**src/rtl/spi_burst_reg_slave.sv**
```systemverilog
// SPI slave with selectable CPOL/CPHA, a command word (rw + address) and
// auto-incrementing burst register reads/writes. All pins are oversampled in clk_i.
module spi_burst_reg_slave #(
    parameter int unsigned DATA_W      = 8,
    parameter int unsigned ADDR_W      = 4,
    parameter int unsigned SYNC_STAGES = 2
) (
    input  logic              clk_i,
    input  logic              rst_i,
    input  logic [1:0]        spi_mode_i,
    input  logic              sclk_i,
    input  logic              ss_n_i,
    input  logic              mosi_i,
    output logic              miso_o,
    output logic              miso_oe_o,
    output logic              reg_wr_en_o,
    output logic [ADDR_W-1:0] reg_wr_addr_o,
    output logic [DATA_W-1:0] reg_wr_data_o,
    output logic [ADDR_W-1:0] reg_rd_addr_o,
    input  logic [DATA_W-1:0] reg_rd_data_i,
    output logic              busy_o,
    output logic              frame_err_o
);

    localparam int unsigned CntW = (DATA_W > 2) ? $clog2(DATA_W) : 1;

    typedef enum logic [1:0] {StWaitSsHigh, StIdle, StCmd, StData} state_e;

    logic [SYNC_STAGES-1:0] sclk_sync_q, ss_sync_q, mosi_sync_q;
    logic                   sclk_prev_q, ss_prev_q;
    logic                   sclk_s, ss_s, mosi_s;
    logic                   sclk_rise, sclk_fall, lead_edge, trail_edge;
    logic                   sample_edge, shift_edge, ss_rise, ss_fall, last_bit;
    logic [DATA_W-1:0]      rx_word;

    state_e            state_q, state_d;
    logic [1:0]        mode_q, mode_d;
    logic [DATA_W-1:0] rx_sr_q, rx_sr_d, tx_sr_q, tx_sr_d;
    logic [CntW-1:0]   bit_cnt_q, bit_cnt_d;
    logic [ADDR_W-1:0] addr_q, addr_d, rd_addr_q, rd_addr_d, wr_addr_q, wr_addr_d;
    logic [DATA_W-1:0] wr_data_q, wr_data_d;
    logic              rw_q, rw_d, load_q, load_d, wr_en_q, wr_en_d;
    logic              busy_q, busy_d, oe_q, oe_d, ferr_q, ferr_d;

    // Synchronisers plus one extra sample of sclk/ss_n for edge detection
    always_ff @(posedge clk_i) begin
        if (rst_i) begin
            // ss_n reads as selected after reset so a frame in flight is never joined mid-way
            sclk_sync_q <= '0;
            ss_sync_q   <= '0;
            mosi_sync_q <= '0;
            sclk_prev_q <= 1'b0;
            ss_prev_q   <= 1'b0;
        end else begin
            sclk_sync_q <= {sclk_sync_q[SYNC_STAGES-2:0], sclk_i};
            ss_sync_q   <= {ss_sync_q[SYNC_STAGES-2:0], ss_n_i};
            mosi_sync_q <= {mosi_sync_q[SYNC_STAGES-2:0], mosi_i};
            sclk_prev_q <= sclk_s;
            ss_prev_q   <= ss_s;
        end
    end

    // Edge classification against the latched mode
    always_comb begin
        sclk_s      = sclk_sync_q[SYNC_STAGES-1];
        ss_s        = ss_sync_q[SYNC_STAGES-1];
        mosi_s      = mosi_sync_q[SYNC_STAGES-1];
        sclk_rise   = sclk_s & ~sclk_prev_q;
        sclk_fall   = ~sclk_s & sclk_prev_q;
        ss_rise     = ss_s & ~ss_prev_q;
        ss_fall     = ~ss_s & ss_prev_q;
        lead_edge   = mode_q[1] ? sclk_fall : sclk_rise;
        trail_edge  = mode_q[1] ? sclk_rise : sclk_fall;
        sample_edge = mode_q[0] ? trail_edge : lead_edge;
        shift_edge  = mode_q[0] ? lead_edge : trail_edge;
        last_bit    = (bit_cnt_q == CntW'(DATA_W - 1));
        rx_word     = {rx_sr_q[DATA_W-2:0], mosi_s};
    end

    // Next-state logic: frame FSM, shift registers and register-bus strobes
    always_comb begin
        state_d   = state_q;
        mode_d    = mode_q;
        rx_sr_d   = rx_sr_q;
        tx_sr_d   = tx_sr_q;
        bit_cnt_d = bit_cnt_q;
        addr_d    = addr_q;
        rd_addr_d = rd_addr_q;
        wr_addr_d = wr_addr_q;
        wr_data_d = wr_data_q;
        rw_d      = rw_q;
        busy_d    = busy_q;
        oe_d      = oe_q;
        load_d    = 1'b0;
        wr_en_d   = 1'b0;
        ferr_d    = 1'b0;
        unique case (state_q)
            StWaitSsHigh: begin
                if (ss_s) state_d = StIdle;
            end
            StIdle: begin
                if (ss_s) mode_d = spi_mode_i;
                if (ss_fall) begin
                    state_d   = StCmd;
                    busy_d    = 1'b1;
                    oe_d      = 1'b1;
                    tx_sr_d   = '0;
                    bit_cnt_d = '0;
                    rw_d      = 1'b0;
                end
            end
            StCmd, StData: begin
                if (ss_rise) begin
                    // Deselect beats any sclk edge seen in the same cycle
                    busy_d = 1'b0;
                    oe_d   = 1'b0;
                    if (bit_cnt_q != '0) begin
                        ferr_d  = 1'b1;
                        state_d = StWaitSsHigh;
                    end else begin
                        state_d = StIdle;
                    end
                end else begin
                    if (load_q) tx_sr_d = reg_rd_data_i;
                    // Edge that would shift at a word boundary is skipped: MSB of the next
                    // word must stay on miso for the first sample.
                    if (shift_edge && bit_cnt_q != '0) tx_sr_d = {tx_sr_q[DATA_W-2:0], 1'b0};
                    if (sample_edge) begin
                        rx_sr_d = rx_word;
                        if (!last_bit) begin
                            bit_cnt_d = bit_cnt_q + CntW'(1);
                        end else begin
                            bit_cnt_d = '0;
                            if (state_q == StCmd) begin
                                state_d = StData;
                                rw_d    = rx_word[DATA_W-1];
                                addr_d  = rx_word[ADDR_W-1:0];
                                if (rx_word[DATA_W-1]) begin
                                    rd_addr_d = rx_word[ADDR_W-1:0];
                                    load_d    = 1'b1;
                                end
                            end else if (rw_q) begin
                                addr_d    = addr_q + ADDR_W'(1);
                                rd_addr_d = addr_q + ADDR_W'(1);
                                load_d    = 1'b1;
                            end else begin
                                wr_en_d   = 1'b1;
                                wr_addr_d = addr_q;
                                wr_data_d = rx_word;
                                addr_d    = addr_q + ADDR_W'(1);
                            end
                        end
                    end
                end
            end
            default: state_d = StWaitSsHigh;
        endcase
    end

    // State and output registers
    always_ff @(posedge clk_i) begin
        if (rst_i) begin
            state_q   <= StWaitSsHigh;
            mode_q    <= 2'b00;
            rx_sr_q   <= '0;
            tx_sr_q   <= '0;
            bit_cnt_q <= '0;
            addr_q    <= '0;
            rd_addr_q <= '0;
            wr_addr_q <= '0;
            wr_data_q <= '0;
            rw_q      <= 1'b0;
            load_q    <= 1'b0;
            wr_en_q   <= 1'b0;
            busy_q    <= 1'b0;
            oe_q      <= 1'b0;
            ferr_q    <= 1'b0;
        end else begin
            state_q   <= state_d;
            mode_q    <= mode_d;
            rx_sr_q   <= rx_sr_d;
            tx_sr_q   <= tx_sr_d;
            bit_cnt_q <= bit_cnt_d;
            addr_q    <= addr_d;
            rd_addr_q <= rd_addr_d;
            wr_addr_q <= wr_addr_d;
            wr_data_q <= wr_data_d;
            rw_q      <= rw_d;
            load_q    <= load_d;
            wr_en_q   <= wr_en_d;
            busy_q    <= busy_d;
            oe_q      <= oe_d;
            ferr_q    <= ferr_d;
        end
    end

    assign miso_o        = oe_q & tx_sr_q[DATA_W-1];
    assign miso_oe_o     = oe_q;
    assign reg_wr_en_o   = wr_en_q;
    assign reg_wr_addr_o = wr_addr_q;
    assign reg_wr_data_o = wr_data_q;
    assign reg_rd_addr_o = rd_addr_q;
    assign busy_o        = busy_q;
    assign frame_err_o   = ferr_q;

endmodule

```
**config.mk**
```make
export PLATFORM = sky130hd
export DESIGN_NAME = spi_burst_reg_slave
export DESIGN_NICKNAME = d
export VERILOG_FILES = /design/src/rtl/spi_burst_reg_slave.sv
export SDC_FILE = /design/constraint.sdc
export NUM_CORES = 1
export LEC_CHECK = 0
export CAP_MARGIN = 20
export CORE_UTILIZATION = 57
export CTS_CLUSTER_SIZE = 8
export DETAILED_ROUTE_END_ITERATION = 8
export PLACE_DENSITY = 0.94
export SETUP_SLACK_MARGIN = 0.15
export SLEW_MARGIN = 40
export SYNTH_ARGS = -nofsm -noshare
export SYNTH_HDL_FRONTEND = slang
export SYNTH_SLANG_ARGS = --single-unit
```
**constraint.sdc**
```tcl
create_clock -name clk_i -period 4.09 [get_ports clk_i]
set_clock_uncertainty 0.05 [all_clocks]
set_input_delay 1.227 -clock clk_i [delete_from_list [all_inputs] [get_ports clk_i]]
set_output_delay 1.227 -clock clk_i [all_outputs]
set_load 0.02 [all_outputs]
```
After elaboration in Yosys (flattened, before gate mapping):

Index checks and enable logic that the tools add are counted.

* memories: 0
* output and inout bits: 21
* bits in registers: 55
* memory bits (writable): 0
* bits of input ports: 15
* memory bits (read-only): 0
* bits in latches: 0
* logic and storage cells: 111

* shift-type cells: 0
* mux-type cells: 40
* bitwise gates (word level): 15
* add/sub/neg operators: 2
* magnitude comparators: 0
* equality and inequality tests: 16
* reduce and logical (&&, ||, !) cells: 19
* multipliers: 0
* div/mod/pow operators: 0

Operators by type and width (count)
* $mux W8: 4
* $reduce_and A6 Y1: 3
* $mux W1: 17
* $mux W4: 4
* $ne A2 B2 Y1 const B: 8
* $pmux W8 S2: 1
* $mux W2: 6
* $mux W3: 4
* $ne A3 B3 Y1 const B: 4
* $reduce_and A4 Y1: 3
* $not A1 Y1: 10
* $pmux W2 S3: 1
* $pmux W3 S2: 1
* $reduce_and A3 Y1: 2
* $reduce_or A6 Y1: 1
* $and A1 B1 Y1: 5
* $reduce_and A5 Y1: 1
* $reduce_or A5 Y1: 1
* $add A4 B1 Y4 const B: 1
* $eq A2 B2 Y1 const B: 2
* $pmux W1 S2: 2
* $reduce_bool A2 Y1: 2
* $add A3 B1 Y3 const B: 1
* $eq A3 B3 Y1 const B: 1
* other kinds (7): 7

Depth between registers and ports, before layout:

* depth after elaboration: 8
* gate-level depth with buffers: 8
* depth with buffers taken out: 6

Worst setup path before layout:

No wires, ideal clock.

* kind: flip-flop to output port
* start: reg oe_q, in the netlist miso_oe_o
* end: out miso_o
* setup slack: 2072 ps
* stages on the path, launching flop included: 2
* data required time: 2813 ps
* arrival: 741 ps
* cells stage by stage: dfxtp_1 > and2_1

* longest elaborated chain between the ends: 1

RTL lines
* from (decl): line 43 `logic busy_q, busy_d, oe_q, oe_d, ferr_q, ferr_d;`
* from (signal assigned): line 176 `oe_q <= 1'b0;`
* from (signal assigned): line 192 `oe_q <= oe_d;`
* $and A1 B1 Y1: line 197 `assign miso_o = oe_q & tx_sr_q[DATA_W-1];`
* to (decl): line 14 `output logic miso_o,`

Every way passes these cells.

Worst setup path in the final report:

Same ends and word-level chain as after synthesis.

==> results.json <==
{
  "outcome": "finished clean",
  "hp-class": "flop to flop",
  "gp_congestion": 0.727,
  "critical_path.max_stage_delay_ps": 590,
  "synthesis.area_um2": 2330,
  "crit_type": "flop to primary output",
  "grt_pass1_wl_um": 7710,
  "met2_usage_pct": 36.9,
  "routed_via_density": 5.64,
  "cpMaxStageDelayCell": "clkdlybuf4s50_1",
  "ir_drop_v": 0.000312,
  "synth_seq_cells": 55,
  "cap_violations": 0,
  "track_usage_pct": 22.9,
  "layout_common_cells": "dfxtp_1 (55), nand2_1 (41), clkdlybuf4s50_1 (35), a21oi_1 (30), nor2_1 (23)",
  "routedWlPerCell_um": 13.3,
  "dp_cells": 335,
  "period_minus_slack_ps": 2710,
  "async_reset_ff_share_pct": 0,
  "num_vias": 1936,
  "worstSkewPairLatency_ps": 310,
  "arrival_ps": 1430,
  "tightest_slew_ps": 743,
  "drc": 0,
  "clock_path_buffers": 2,
  "cts_tree": "yes",
  "syn_area_per_cell_um2": 8.81,
  "grt_start_max_net_pins": 41,
  "dpl.hpwl_um": 3080,
  "startpoint_type": "flop",
  "setup_tns_ps": 0,
  "grt_pass1_vias": 1760,
  "fillCellCount": 290,
  "cts-root-buf": "clkbuf_8",
  "drive_gt1_share_pct": 5.42,
  "synth_edf_count": 0,
  "antenna_cells": 0,
  "core-area_um2": 3800,
  "rsz0062_at_grt": "false",
  "yosysSeqAreaShare_pct": 47.2,
  "setup.worst_path.end_class": "primary output",
  "crit_chain": "and2_1 > clkdlybuf4s50_1",
  "antenna_found_initial": 0,
  "cts.clk_slew.worst_paths_ps": 90,
  "use_met1_pct": 29.3,
  "hold_viol": 0,
  "max_freq_mhz": 369,
  "die_h_um": 66.0,
  "drt_iter0_drc": 129,
  "ys_types": 43,
  "cp_data_required_time_ps": 2810,
  "tritoncts.num_buffers": 5,
  "top_usage_layer": "met2",
  "layout_commonest_cell": "dfxtp_1",
  "htreeDepth": 2,
  "areaGrowthSynthToFinish_pct": 18.8,
  "nets": 313,
  "start_util_pct": 61.4,
  "drtPass1Iterations": 4,
  "synth_top_flop_cell": "dfxtp_1",
  "die_area_um2": 4350,
  "cts_hold_buffers": 0,
  "ios": 36,
  "io_buffer_count": 35,
  "period_share_pct": 66.2,
  "relSlewSlack_pct": 50.5,
  "clock-sinks": 55,
  "slew_viol_final": 0,
  "ant_nets": 0,
  "row_count": 22,
  "synthCells": 265,
  "synth_fp_nets": 284,
  "pre_cts_slack_ps": 1240,
  "cts_resized": 0,
  "critical_path_buf_inv_count": 1,
  "crit_fanout": 5,
  "p_leak_nw": 0.957,
  "critPathTopFamily": "buffers and inverters",
  "post_cts_buffers": 0,
  "use_met3_pct": 6.03,
  "instances_no_fill": 343,
  "dieWidth_um": 66.0,
  "setup_viol": 0,
  "grt_overflow_total": 0,
  "drt-total-wl_um": 4550,
  "powerDensity_nw_per_um2": 319,
  "ys_warn_count": 0,
  "worst_slack_ps": 1380
}
## synth_stat cells (all sizes together) (2+ instances only)
cell	count	area [µm²]
o21ai	10	50.1
inv	2	7.51
and2	2	12.5
clkbuf	8	30.0
nand3	2	10.0
nor3	5	30.0
xor2	2	17.5
o2bb2ai	7	61.3
buf	7	45.0
a211oi	2	15.0
a31oi	7	43.8
dfxtp	55	1100
nor2b	12	75.1
nor4	2	12.5
a21oi	30	150
nand2b	10	62.6
a22oi	2	15.0
nand2	41	154
ha	4	50.1
mux2	2	26.3
mux2i	10	100
nand3b	5	37.5
nor2	24	92.6
## metal layers
layer  share of wire, %  wire, µm
met2                 47      2150
met1                 47      2120
met4                1.3        61
met3                4.9       222
met5                  0         0
## path summary, 6_finish.rpt
path	startpoint	end	slack [ps]	cells after the start
setup / recovery	miso_oe_o	miso_o	1380	2
hold / removal	ss_sync_q[0]	ss_sync_q[1]	390	1
setup reg to reg	mode_q[0]	reg_wr_data_o[2]	2000	5
hold reg to reg	ss_sync_q[0]	ss_sync_q[1]	390	1
## flip-flops by register name, summed over array words and instances (netlist names), 2 cells and up
register and count:
mosi_sync_q 2, rx_sr_q 7, reg_wr_addr_o 4, mode_q 2, addr_q 4, ss_sync_q 2, bit_cnt_q 3, sclk_sync_q 2
tx_sr_q 8, reg_wr_data_o 8, state_q 2, reg_rd_addr_o 4
## cell type report
cell class                 count  area (µm²)  share of cell area [%]
inverter                       2        7.51                   0.271
clock inverter                 2        16.3                   0.587
multi-input combinational    193        1150                    41.5
clock buffer                   6        72.6                    2.62
sequential                    55        1100                    39.7
timing repair buffer          37         365                    13.2
tap                           48        60.1                    2.17
## through the flow
step           hold WS [ps]  total power [mW]  utilization, %  instance area (µm²)
2_1_floorplan           364             0.581               -                 2330
3_3_place_gp            368             0.600            70.7                 2680
3_5_place_dp            374             0.601            70.7                 2680
4_1_cts                 397             0.888            73.0                 2770
5_1_grt                 420             0.914            73.0                 2770
6_report                391             0.886            73.0                 2770
## power breakdown
group	internal [mW]	switching [mW]
Combinational	0.0233	0.0211
Clock	0.123	0.174
Sequential	0.540	0.00444
## logic make-up after synthesis
family | Yosys count | share of synthesized area [%]
compound gates | 63 | 16.1
flops | 55 | 47.2
xor+xnor | 3 | 1.13
mux | 12 | 5.42
buf+inv | 17 | 3.54
fa+ha+maj | 4 | 2.14
simple gates | 111 | 24.5
(Power assumes the default switching activity.)
